<file path="config.mk">
export PLATFORM = sky130hd
export DESIGN_NAME = id_hazard_unit
export DESIGN_NICKNAME = d
export VERILOG_FILES = /design/src/rtl/id_hazard_unit_pkg.sv /design/src/rtl/hazard_src_match.sv /design/src/rtl/id_hazard_unit.sv
export SDC_FILE = /design/constraint.sdc
export NUM_CORES = 1
export LEC_CHECK = 0
export ABC_AREA = 1
export CORE_AREA = 2 2 118 120
export DETAILED_ROUTE_END_ITERATION = 8
export DIE_AREA = 0 0 120 122
export PLACE_DENSITY_LB_ADDON = 0.12
export SLEW_MARGIN = 20
export SYNTH_ARGS = -nofsm -noshare
export SYNTH_HDL_FRONTEND = slang
export SYNTH_SLANG_ARGS = --single-unit
</file>
<file path="constraint.sdc">
create_clock -name clk -period 7.9 [get_ports clk]
set_input_delay 2.37 -clock clk [delete_from_list [all_inputs] [get_ports clk]]
set_output_delay 2.37 -clock clk [all_outputs]
set_load 0.005 [all_outputs]
</file>
<file path="src/rtl/id_hazard_unit_pkg.sv">
// rtl/id_hazard_unit_pkg.sv - shared encodings for the decode-stage hazard unit
package id_hazard_unit_pkg;

    localparam logic [4:0] REG_ZERO = 5'd0;
    localparam int         SEL_RF   = 0;

    typedef enum logic {
        MDU_IDLE = 1'b0,
        MDU_BUSY = 1'b1
    } mdu_state_e;

endpackage

</file>
<file path="src/rtl/hazard_src_match.sv">
// rtl/hazard_src_match.sv - per-source youngest-producer match, forward select and data mux
module hazard_src_match
    import id_hazard_unit_pkg::*;
#(
    parameter int XLEN       = 32,
    parameter int NFWD       = 3,
    parameter int LATE_SLACK = 1,
    parameter int SELW       = $clog2(NFWD + 1)
) (
    input  logic [4:0]         src,
    input  logic [XLEN-1:0]    rdata,
    input  logic [NFWD*5-1:0]  fwd_dest,
    input  logic [NFWD-1:0]    fwd_wen,
    input  logic [NFWD-1:0]    fwd_ready,
    input  logic [NFWD*XLEN-1:0] fwd_data,
    output logic [XLEN-1:0]    val,
    output logic [SELW-1:0]    sel,
    output logic               pend,
    output logic               pend_young
);

    logic            hit;
    logic            win_ready;
    logic            win_young;
    logic [SELW-1:0] win_sel;
    logic [XLEN-1:0] win_data;

    // Walk oldest to youngest so the lowest matching index overrides the rest.
    always_comb begin
        hit       = 1'b0;
        win_ready = 1'b0;
        win_young = 1'b0;
        win_sel   = SELW'(SEL_RF);
        win_data  = '0;
        for (int i = NFWD - 1; i >= 0; i--) begin
            if (fwd_wen[i] && (fwd_dest[5*i +: 5] == src) && (src != REG_ZERO)) begin
                hit       = 1'b1;
                win_ready = fwd_ready[i];
                win_young = (i < LATE_SLACK);
                win_sel   = SELW'(i + 1);
                win_data  = fwd_data[XLEN*i +: XLEN];
            end
        end
    end

    always_comb begin
        sel        = (hit && win_ready) ? win_sel : SELW'(SEL_RF);
        val        = (hit && win_ready) ? win_data : rdata;
        pend       = hit && !win_ready;
        pend_young = hit && !win_ready && win_young;
    end

endmodule

</file>
<file path="src/rtl/id_hazard_unit.sv">
// rtl/id_hazard_unit.sv - ID-stage operand forwarding, hazard stall, MDU busy tracking and stall counter
module id_hazard_unit
    import id_hazard_unit_pkg::*;
#(
    parameter int XLEN       = 32,
    parameter int NFWD       = 3,
    parameter int LATE_SLACK = 1,
    parameter int MDU_LAT    = 0,
    parameter int SELW       = $clog2(NFWD + 1)
) (
    input  logic                 clk,
    input  logic                 reset,
    input  logic                 flush,
    input  logic                 id_valid,
    input  logic [4:0]           id_rs,
    input  logic [4:0]           id_rt,
    input  logic                 id_use_rs,
    input  logic                 id_use_rt,
    input  logic                 id_early_rs,
    input  logic                 id_early_rt,
    input  logic [XLEN-1:0]      id_rdata_rs,
    input  logic [XLEN-1:0]      id_rdata_rt,
    input  logic [NFWD*5-1:0]    fwd_dest,
    input  logic [NFWD-1:0]      fwd_wen,
    input  logic [NFWD-1:0]      fwd_ready,
    input  logic [NFWD*XLEN-1:0] fwd_data,
    input  logic                 id_hilo_access,
    input  logic                 id_mdu_start,
    input  logic                 mdu_done,
    output logic                 stall,
    output logic [XLEN-1:0]      rs_val,
    output logic [XLEN-1:0]      rt_val,
    output logic [SELW-1:0]      rs_fwd_sel,
    output logic [SELW-1:0]      rt_fwd_sel,
    output logic                 mdu_busy,
    output logic [31:0]          stall_cnt
);

    localparam int CNTW = 32;

    logic rs_pend, rs_pend_young, rt_pend, rt_pend_young;
    logic rs_stall, rt_stall, mdu_stall, start_ok;

    mdu_state_e      state_q, state_d;
    logic [CNTW-1:0] cnt_q, cnt_d;
    logic [31:0]     stall_cnt_q, stall_cnt_d;

    hazard_src_match #(.XLEN(XLEN), .NFWD(NFWD), .LATE_SLACK(LATE_SLACK), .SELW(SELW)) u_rs (
        .src(id_rs), .rdata(id_rdata_rs), .fwd_dest(fwd_dest), .fwd_wen(fwd_wen),
        .fwd_ready(fwd_ready), .fwd_data(fwd_data), .val(rs_val), .sel(rs_fwd_sel),
        .pend(rs_pend), .pend_young(rs_pend_young)
    );

    hazard_src_match #(.XLEN(XLEN), .NFWD(NFWD), .LATE_SLACK(LATE_SLACK), .SELW(SELW)) u_rt (
        .src(id_rt), .rdata(id_rdata_rt), .fwd_dest(fwd_dest), .fwd_wen(fwd_wen),
        .fwd_ready(fwd_ready), .fwd_data(fwd_data), .val(rt_val), .sel(rt_fwd_sel),
        .pend(rt_pend), .pend_young(rt_pend_young)
    );

    // An operand needed in ID cannot tolerate any pending producer; EX consumers only the young ones.
    always_comb begin
        rs_stall  = id_early_rs ? rs_pend : (id_use_rs && rs_pend_young);
        rt_stall  = id_early_rt ? rt_pend : (id_use_rt && rt_pend_young);
        mdu_busy  = (state_q == MDU_BUSY);
        mdu_stall = mdu_busy && id_valid && (id_hilo_access || id_mdu_start);
        stall     = id_valid && !flush && (rs_stall || rt_stall || mdu_stall);
        start_ok  = id_valid && id_mdu_start && !stall && !flush && (state_q == MDU_IDLE);
        stall_cnt = stall_cnt_q;
    end

    always_comb begin
        state_d     = state_q;
        cnt_d       = cnt_q;
        stall_cnt_d = (stall && (stall_cnt_q != 32'hFFFF_FFFF)) ? stall_cnt_q + 32'd1 : stall_cnt_q;
        case (state_q)
            MDU_IDLE: begin
                if (start_ok) begin
                    state_d = MDU_BUSY;
                    cnt_d   = (MDU_LAT > 0) ? CNTW'(MDU_LAT - 1) : '0;
                end
            end
            MDU_BUSY: begin
                if (MDU_LAT > 0) begin
                    if (cnt_q == '0) state_d = MDU_IDLE;
                    else             cnt_d   = cnt_q - CNTW'(1);
                end else if (mdu_done) begin
                    state_d = MDU_IDLE;
                end
            end
            default: state_d = MDU_IDLE;
        endcase
    end

    always_ff @(posedge clk) begin
        if (reset) begin
            state_q     <= MDU_IDLE;
            cnt_q       <= '0;
            stall_cnt_q <= '0;
        end else begin
            state_q     <= state_d;
            cnt_q       <= cnt_d;
            stall_cnt_q <= stall_cnt_d;
        end
    end

endmodule

</file>
=== Word level (Yosys, flattened, before mapping) ===
Cells that the tools add are included.
Widths: inputs -> output; s select.

* Word-level logic and storage cells: 84
* Bits in registers: 33
* Output and inout bits: 102

* $add $sub $neg: 1
* Multiplexer cells: 35
* Reductions and logical operators: 38
* Bitwise gates (word level): 1
* Eq/ne operators: 7

{| class="wikitable"
|+ Operators by type and width
! cell !! number
|-
| $mux 32 || 8
|-
| $add 32x1->32 const B || 1
|-
| $ne 32x32->1 const B || 1
|-
| $eq 5x5->1 || 6
|-
| $logic_and 1x1->1 || 29
|-
| $mux 1 || 18
|-
| $mux 2 || 8
|-
| $reduce_bool 5->1 || 2
|-
| $logic_not 1->1 || 4
|-
| $logic_or 1x1->1 || 3
|-
| $pmux 1 s2 || 1
|-
| $not 1->1 || 1
|}

=== Logic depth before layout (Yosys ltp) ===
Gate-level depths: netlist of the first run.

* Depth in word-level cells: 20
* Depth in mapped cells: 17

=== Modules after synthesis ===
A second synthesis of the first run with hierarchy kept.

* Cell total of the unflattened synthesis: 1198
* Area, all modules: 5969.5 µm²

{| class="wikitable"
|+ Modules (own cells, without submodules)
! module !! area each (µm²) !! cells an instance !! instances
|-
| hazard_src_match || 1823.0 || 411 || 2
|-
| id_hazard_unit || 2323.5 || 376 || 1
|}

=== Least setup slack after synthesis of the first run ===
No wires, ideal clock.

* Path kind: input port to output port
* Start point: in id_rt[4]
* End point: out rt_fwd_sel[1]
* Arrival: 3.670 ns
* Slack: 1.860 ns
* Required time: 5.530 ns
* Stages on the path: 11
* Cells stage by stage: inv_1 nand2_1 nor2_2 nor2_1 nand2_1 nand3_1 nand2_1 nand2_2 buf_2 buf_2 a221oi_1

* Longest elaborated chain between the ends: 8

{| class="wikitable"
|+ Ends and longest elaborated chain
! element !! RTL line !! RTL
|-
| start, declared || id_hazard_unit.sv:16 || <nowiki>input logic [4:0] id_rt,</nowiki>
|-
| $eq 5x5->1 || hazard_src_match.sv:36 || <nowiki>if (fwd_wen[i] && (fwd_dest[5*i +: 5] == src) && (src != REG_ZERO)) begin</nowiki>
|-
| $logic_and 1x1->1 (2 in a row) || hazard_src_match.sv:36 ||
|-
| $mux 1 (3 in a row) || hazard_src_match.sv:36 ||
|-
| $logic_and 1x1->1 || hazard_src_match.sv:47 || <nowiki>sel = (hit && win_ready) ? win_sel : SELW'(SEL_RF);</nowiki>
|-
| $mux 2 (*) || hazard_src_match.sv:47 ||
|-
| end, declared || id_hazard_unit.sv:34 || <nowiki>output logic [SELW-1:0] rt_fwd_sel,</nowiki>
|}

Mark *: on every way between the ends. The rest lies on a longest branch, timed or not.

=== Worst setup path in the final report of the first run ===
* Start point: in id_rt[4]
* End point: out rt_val[30]

* Longest elaborated chain between the ends: 8

{| class="wikitable"
|+ Ends and longest elaborated chain
! element !! RTL line !! RTL
|-
| $eq 5x5->1 || hazard_src_match.sv:36 ||
|-
| $logic_and 1x1->1 (2 in a row) || hazard_src_match.sv:36 ||
|-
| $mux 1 (3 in a row) || hazard_src_match.sv:36 ||
|-
| $logic_and 1x1->1 || hazard_src_match.sv:48 || <nowiki>val = (hit && win_ready) ? win_data : rdata;</nowiki>
|-
| $mux 32 (*) || hazard_src_match.sv:48 ||
|-
| end, declared || id_hazard_unit.sv:32 || <nowiki>output logic [XLEN-1:0] rt_val,</nowiki>
|}

Marked as above.

==> results of run 1 <==
-- how the worst max path moves through the flow --
stage	to	slack, ns	cells after the start
floorplan	rt_fwd_sel[1]	1.86	11
detailed placement	rt_val[31]	0.40	13
global placement	rt_val[31]	0.33	13
global route	rt_val[31]	0.21	13
finish	rt_val[30]	0.36	13
CTS	rt_val[31]	0.38	13
-- report_power, final --
group	internal [uW]	switching, uW	leakage [uW]
combinational	163	120	0.00316
sequential	167	0.646	0.000266
clock	133	70.6	0.0000799
total	463	191	0.00350
-- worst reg2reg max path, stage by stage, from the launching register on --
cell                      delay, ns
sky130_fd_sc_hd__dfxtp_1       0.39
sky130_fd_sc_hd__ha_1          0.25
sky130_fd_sc_hd__nand2_1       0.12
sky130_fd_sc_hd__nor3_2        0.33
sky130_fd_sc_hd__nand2_1       0.08
sky130_fd_sc_hd__nor2_1        0.14
sky130_fd_sc_hd__nand4_1       0.11
sky130_fd_sc_hd__nor2_1        0.13
sky130_fd_sc_hd__nand4_2       0.67
sky130_fd_sc_hd__nand3_4       0.70
sky130_fd_sc_hd__nand2_1       0.10
sky130_fd_sc_hd__nand2_1       0.07
sky130_fd_sc_hd__nor2_1        0.04
-- per-layer routing --
metal  GRT usage [%]  vias up  wire length, um
li1                -     3556                -
met1            40.1     3157            10200
met2            52.2      291            10900
met3            7.72       55             2070
met4            10.1        6              727
met5               0        -               39
-- cells in the mapped netlist --
library cell	n
sky130_fd_sc_hd__nand2_1	238
sky130_fd_sc_hd__o21ai_0	125
sky130_fd_sc_hd__inv_1	123
sky130_fd_sc_hd__nor2_1	88
sky130_fd_sc_hd__clkbuf_1	39
sky130_fd_sc_hd__nand4_1	38
sky130_fd_sc_hd__a21oi_1	36
sky130_fd_sc_hd__dfxtp_1	33
sky130_fd_sc_hd__o221ai_1	32
sky130_fd_sc_hd__o22ai_1	32
sky130_fd_sc_hd__xor2_1	25
sky130_fd_sc_hd__nor3_1	20
sky130_fd_sc_hd__nand3_1	19
sky130_fd_sc_hd__buf_2	10
sky130_fd_sc_hd__xnor2_1	8
sky130_fd_sc_hd__inv_2	6
sky130_fd_sc_hd__nor4_1	6
sky130_fd_sc_hd__buf_1	4
sky130_fd_sc_hd__o21ai_1	4
sky130_fd_sc_hd__buf_6	3
sky130_fd_sc_hd__nand2_2	3
sky130_fd_sc_hd__nor3_2	2
sky130_fd_sc_hd__a211oi_1	1
sky130_fd_sc_hd__a221oi_1	1
sky130_fd_sc_hd__and3_1	1
sky130_fd_sc_hd__ha_1	1
sky130_fd_sc_hd__nand3_2	1
sky130_fd_sc_hd__nand3_4	1
sky130_fd_sc_hd__nand3b_1	1
sky130_fd_sc_hd__nand4_2	1
sky130_fd_sc_hd__nor2_2	1
sky130_fd_sc_hd__o211ai_1	1
-- per-stage QoR --
step	cell area, um2	setup WS [ns]	power [uW]	std cells	utilization, %
6_report	8170	0.363	654	1359	60.5
5_1_grt	8170	0.208	687	1359	60.5
4_1_cts	8160	0.375	657	1357	60.4
3_5_place_dp	8010	0.398	452	1349	59.3
3_3_place_gp	8010	0.332	452	1349	59.3
2_1_floorplan	4810	1.86	265	904	-
-- cell type report --
type | instances | area (um2) | area share, %
timing repair buffer | 321 | 3200 | 39.2
sequential | 33 | 661 | 8.09
inverter | 129 | 484 | 5.93
tap | 180 | 225 | 2.76
clock buffer | 7 | 153 | 1.87
clock inverter | 1 | 5.00 | 0.0613
multi-input combinational | 686 | 3430 | 42.0
antenna | 2 | 5.00 | 0.0613
-- sequential cells by signal, indices dropped and copies added (netlist names) --
register / cells
mdu_busy: 1
stall_cnt: 32
-- placed cells by master, fill, tap and decap left out, types with 8 or more instances in the layout --
| master | instances |
|---|---|
| sky130_fd_sc_hd__xnor2_1 | 8 |
| sky130_fd_sc_hd__nand2_1 | 237 |
| sky130_fd_sc_hd__nand3_1 | 18 |
| sky130_fd_sc_hd__clkdlybuf4s50_1 | 302 |
| sky130_fd_sc_hd__o22ai_1 | 32 |
| sky130_fd_sc_hd__dfxtp_1 | 33 |
| sky130_fd_sc_hd__inv_1 | 123 |
| sky130_fd_sc_hd__xor2_1 | 25 |
| sky130_fd_sc_hd__o21ai_0 | 125 |
| sky130_fd_sc_hd__nor3_1 | 20 |
| sky130_fd_sc_hd__buf_4 | 15 |
| sky130_fd_sc_hd__nand4_1 | 38 |
| sky130_fd_sc_hd__a21oi_1 | 36 |
| sky130_fd_sc_hd__o221ai_1 | 32 |
| sky130_fd_sc_hd__nor2_1 | 87 |
-- kinds of logic (layout without fill, tap and decap cells) --
kind of cell	count (synthesis)	count (layout)	share of synthesized area (%)
adder cells (fa/ha/maj)	1	1	0.260
other	0	2	0
flip-flops	33	33	13.7
AND/OR/NAND/NOR	420	420	37.2
AO/OA/AOI/OAI	232	232	27.6
buffers and inverters	185	458	15.2
XOR/XNOR	33	33	6.00
==> implementation parameters, run 1 <==
Parameter                              Value

Run status
  Outcome ... completed

Clocking
  CTS tree ... built
  Clock latency on the worst-skew pair ... 0.28 ns
  Clk buf depth ... 2
  Post-cts repair resize count ... 0
  Clk sink count ... 33
  Count of hold-fix buffers inserted at cts ... 0
  CTS root buf ... sky130_fd_sc_hd__clkbuf_16
  Number of buffers added for setup after CTS ... 0
  Number of buffers added by the clock tree synthesis step ... 5
  Worst-path clk slew ... 0.05 ns
  CTS HTree Levels ... 2

STA
  Post-Route Hold Slack ... 0.511 ns
  Final period demand of the worst path ... 7.54 ns
  Hold Fails Final Rpt ... 0
  Max frequency ... 0.133 GHz
  Setup repair after global routing missed its margin ... no
  Fin crit share ... 95.4%
  Summed negative setup slack over all endpoints ... 0 ns
  Clock Skew ... 0.00325 ns
  Actual slew at the worst max-slew pin ... 0.886 ns
  Final setup violation count ... 0
  Remaining max-slew budget at the tightest pin ... 40.8%
  Max-slew violations ... 0

Logic synthesis
  Cell type contributing the most total cell area after synthesis ... sky130_fd_sc_hd__nand2_1
  Post-synth top area share ... 18.6%
  Synth Net Count ... 1107
  Proportion of synthesized chip area in sequential cells ... 13.7%
  Leading cell types by total area after synthesis ... sky130_fd_sc_hd__nand2_1, sky130_fd_sc_hd__dfxtp_1, sky130_fd_sc_hd__o21ai_0
  Post-synthesis register bit count ... 33
  Syn Std Cell Area ... 4810 um2
  Instance count of the mapped netlist ... 904
  Mapped Avg Cell Area ... 5.33 um2
  Post-synth cell types ... 32
  Number of warnings printed during yosys synthesis ... 0

Drt
  DR vias/cell ... 5.20
  Number of nets with antenna violations after routing ... 0
  DRC ... 0
  Aggregate routed wire length ... 24.0 mm
  DR WL/cell ... 17.6 um
  Count of TritonRoute iterations in the first routing pass ... 6
  Violation count after the first detailed-route iteration ... 647
  Vias after detailed routing ... 7065

Die
  Die Footprint ... 14600 um2
  Total number of placement rows ... 43
  Die width ... 120 um
  Die outline height ... 122 um
  Area of the placeable core ... 13500 um2
  Count of pins on the block boundary ... 304
  Initial Utilization ... 35.7%

Worst setup path
  Worst setup EP type ... primary output
  Maximum net fanout on the critical path ... 22
  Launching instance or port of the critical path ... id_rt[4]
  Launching element type of the critical path ... primary input
  CP Data Arrival Time ... 5.17 ns
  Critical path start-end classification ... primary input to primary output
  Capture instance of the worst register-to-register path ... stall_cnt[0]$_SDFFE_PP0P_
  Critical-path cell list ... clkdlybuf4s50_1 -> inv_1 -> nand2_1 -> nor2_2 -> nor2_1 -> nand2_1 -> buf_4 -> nand2_1 -> buf_4 -> nor2_1 -> o22ai_1 -> o21ai_0 -> clkdlybuf4s50_1
  Count of buffer and inverter cells on the critical path ... 5
  Critical Path Slowest Stage Cell ... sky130_fd_sc_hd__clkdlybuf4s50_1
  Cell type group with the largest total delay on the critical path ... buffers and inverters
  Register-to-Register Setup Slack ... 4.62 ns
  Startpoint of the worst-slack reg-to-reg timing path ... stall_cnt[0]$_SDFFE_PP0P_
  Most used cell, CP ... sky130_fd_sc_hd__nand2_1
  Delay of the slowest critical-path stage ... 0.59 ns
  Number of cells traversed by the worst register-to-register path ... 12
  Data required time of the worst path ... 5.53 ns

Global route
  Vias in the first global route ... 6598
  Total Routing Usage GR ... 31.5%
  Overflow after GRT ... 0
  Wire length of the first global-routing pass ... 36.1 mm
  Largest net degree at the start of global routing ... 67
  Antenna violations before repair ... 5

Power
  Leak pwr ... 0.00350 uW
  Power Density ... 80.1 nW/um2
  Max rail drop VDD ... 0.0696 mV

Worst hold path
  Start point of the worst hold path ... stall_cnt[31]$_SDFFE_PP0P_
  Cells on Worst Hold Path ... 2
  Class of the tightest hold or removal check ... flop to flop
  Hold-critical path endpoint ... stall_cnt[31]$_SDFFE_PP0P_

Layout
  Share of layout cells above drive strength 1 ... 3.82%
  Number of nets in the final layout ... 1379
  FILL cells ... 1404
  Growth of design area from synthesis to finish ... 69.6%

Job
  Max-cap violations ... 0

Place
  Routability congestion estimate ... 1.08
  Buffers on Ports ... 303
  Estimated wirelength of the detail-placed design ... 19.0 mm
Note: power is estimated with default switching activity, not from simulation.
==> run 2: changes to the inputs <==
--- a/config.mk
+++ b/config.mk
@@ -6,9 +6,10 @@
 export NUM_CORES = 1
 export LEC_CHECK = 0
 export ABC_AREA = 1
-export CORE_AREA = 2 2 118 120
+export CORE_MARGIN = 1.5
+export CORE_UTILIZATION = 34
+export CTS_CLUSTER_DIAMETER = 80
 export DETAILED_ROUTE_END_ITERATION = 8
-export DIE_AREA = 0 0 120 122
 export PLACE_DENSITY_LB_ADDON = 0.12
 export SLEW_MARGIN = 20
 export SYNTH_ARGS = -nofsm -noshare
==> constraint.sdc (replaced) <==
create_clock -name clk -period 6.4 [get_ports clk]
set_input_delay 1.92 -clock clk [delete_from_list [all_inputs] [get_ports clk]]
set_output_delay 1.92 -clock clk [all_outputs]
set_load 0.005 [all_outputs]
==> implementation parameters, run 2 (synthesis results as in run 1) <==
Parameter                              Value

Place
  Routability congestion estimate ... 0.987
  Placed cells ... 1368
  Estimated wirelength of the detail-placed design ... 18.8 mm
  Instance area at placement ... 8240 um2
  Buffers on Ports ... 303
  Pre-CTS setup slack ... -0.0293 ns

Worst setup path
  Delay of the slowest critical-path stage ... 0.51 ns
  Critical-path cell list ... clkdlybuf4s50_1 -> inv_1 -> a21oi_1 -> nand3_1 -> nor2_2 -> nand2_2 -> buf_4 -> buf_12 -> o21ai_0 -> o22ai_1 -> o21ai_0 -> buf_4 -> clkdlybuf4s50_1
  Count of buffer and inverter cells on the critical path ... 6
  Capture instance of the worst register-to-register path ... stall_cnt[0]$_SDFFE_PP0P_
  Critical path start-end classification ... primary input to primary output
  Startpoint of the worst-slack reg-to-reg timing path ... stall_cnt[0]$_SDFFE_PP0P_
  Data required time of the worst path ... 4.48 ns
  Cell type group with the largest total delay on the critical path ... buffers and inverters
  Crit path depth ... 13
  Number of cells traversed by the worst register-to-register path ... 12
  Worst setup EP type ... primary output
  End point of the critical path ... rt_val[26]
  Register-to-Register Setup Slack ... 3.12 ns
  Launching element type of the critical path ... primary input
  Maximum net fanout on the critical path ... 25
  Launching instance or port of the critical path ... fwd_dest[3]
  Critical Path Slowest Stage Cell ... sky130_fd_sc_hd__clkdlybuf4s50_1
  CP Data Arrival Time ... 4.33 ns

Global route
  Met2 layer usage reported by global route ... 50.8%
  Wire length of the first global-routing pass ... 35.2 mm
  Largest net degree at the start of global routing ... 46
  Antenna violations before repair ... 0
  Global-route layer with the greatest usage ... met2
  Overflow after GRT ... 0
  Total Routing Usage GR ... 30.2%
  GRT met1 Usage ... 37.7%
  Vias in the first global route ... 6622
  Global Route met3 Usage ... 6.32%

Die
  Count of pins on the block boundary ... 304
  Die outline height ... 122 um
  Total number of placement rows ... 43
  Initial Utilization ... 34.8%
  Die width ... 122 um
  Area of the placeable core ... 13800 um2
  Die Footprint ... 14900 um2

Clocking
  Worst-path clk slew ... 0.05 ns
  Clk sink count ... 33
  CTS HTree Levels ... 2
  CTS root buf ... sky130_fd_sc_hd__clkbuf_16
  Number of buffers added by the clock tree synthesis step ... 5
  Clock latency on the worst-skew pair ... 0.28 ns
  Count of hold-fix buffers inserted at cts ... 0
  CTS tree ... built
  Clk buf depth ... 2

STA
  Actual slew at the worst max-slew pin ... 0.897 ns
  Fin crit share ... 97.6%
  Hold Fails Final Rpt ... 0
  Remaining max-slew budget at the tightest pin ... 40.1%
  Clock Skew ... 0.00443 ns
  Max-slew violations ... 0
  Smallest setup slack after layout ... 0.152 ns
  Final setup violation count ... 0
  Final period demand of the worst path ... 6.25 ns
  Setup repair after global routing missed its margin ... yes
  Max frequency ... 0.160 GHz

Worst hold path
  Class of the tightest hold or removal check ... flop to flop
  Start point of the worst hold path ... stall_cnt[3]$_SDFFE_PP0P_
  Cells on Worst Hold Path ... 2

Power
  Max rail drop VDD ... 0.104 mV
  Power Density ... 96.5 nW/um2
  Leak pwr ... 0.00377 uW
  PnR Total Power ... 820 uW

Run status
  Outcome ... completed

Job
  Max-cap violations ... 0

Layout
  Number of nets in the final layout ... 1400
  Share of layout cells above drive strength 1 ... 6.34%
  Number of standard cells in the layout, taps in and fillers out ... 1378
  Growth of design area from synthesis to finish ... 76.4%
  Antenna Diode Count ... 0
  Largest register FFs ... 32
  FILL cells ... 1418
  Post-layout instance area ... 8490 um2
  Commonest non-fill, non-tap cell in the layout ... sky130_fd_sc_hd__clkdlybuf4s50_1
  Most used cells in the layout excluding fill and tap cells ... sky130_fd_sc_hd__clkdlybuf4s50_1, sky130_fd_sc_hd__nand2_1, sky130_fd_sc_hd__inv_1

Drt
  Vias after detailed routing ... 7112
  DR vias/cell ... 5.16
  DRC ... 0
  Count of TritonRoute iterations in the first routing pass ... 5
  Number of nets with antenna violations after routing ... 0
  DR WL/cell ... 17.0 um
  Violation count after the first detailed-route iteration ... 466
  Aggregate routed wire length ... 23.5 mm
==> run 2: tightest hold or removal path: cells and delay by family, from the launching register on <==
kind,cells,cell delay [ns]
AOI/OAI and AO/OA,1,0.05
and+or+nand+nor,1,0.07
DFF,1,0.33
==> run 2: metal layers <==
layer	share of wire (%)	wire (um)
met5	0	0
met4	3.7	867
met3	7.9	1870
met2	46	10800
met1	42	9940
==> run 2: through the flow <==
stage | setup TNS, ns | hold slack, ns | util [%]
2_1_floorplan | 0 | 0.468 | -
3_3_place_gp | 0 | 0.493 | 59.6
3_5_place_dp | -0.0293 | 0.496 | 59.6
4_1_cts | 0 | 0.505 | 60.8
5_1_grt | -0.0197 | 0.529 | 61.4
6_report | 0 | 0.505 | 61.4
==> run 2: layout make-up <==
type / count / area, um2 / area share, %
clock buffers: 7 / 153 / 1.80
well taps: 180 / 225 / 2.65
repair buffers: 342 / 3500 / 41.2
multi-input cells: 686 / 3470 / 40.8
inverters: 129 / 484 / 5.70
flip-flops and latches: 33 / 661 / 7.78
clock inverters: 1 / 5.00 / 0.0589
==> run 2: worst min-delay path by stage <==
stage | endpoint | slack, ns
2_1_floorplan | stall_cnt[31]$_SDFFE_PP0P_ | 0.47
3_3_place_gp | stall_cnt[3]$_SDFFE_PP0P_ | 0.49
3_5_place_dp | mdu_busy$_SDFF_PP0_ | 0.50
4_1_cts | mdu_busy$_SDFF_PP0_ | 0.51
5_1_grt | stall_cnt[3]$_SDFFE_PP0P_ | 0.53
6_report | stall_cnt[3]$_SDFFE_PP0P_ | 0.51
==> run 2: repair_timing <==
item                       4_1_cts  5_1_grt
resized for setup                2       31
setup endpoints to repair        1       66
setup buffers                    0        1
pin swaps                        0        4
gates cloned                     0        1
==> run 2: power breakdown <==
part / total, uW / leakage [uW] / switching, uW / internal, uW
Combinational: 362 / 0.00342 / 150 / 212
Sequential: 207 / 0.000266 / 0.728 / 206
Clock: 251 / 0.0000799 / 86.1 / 164
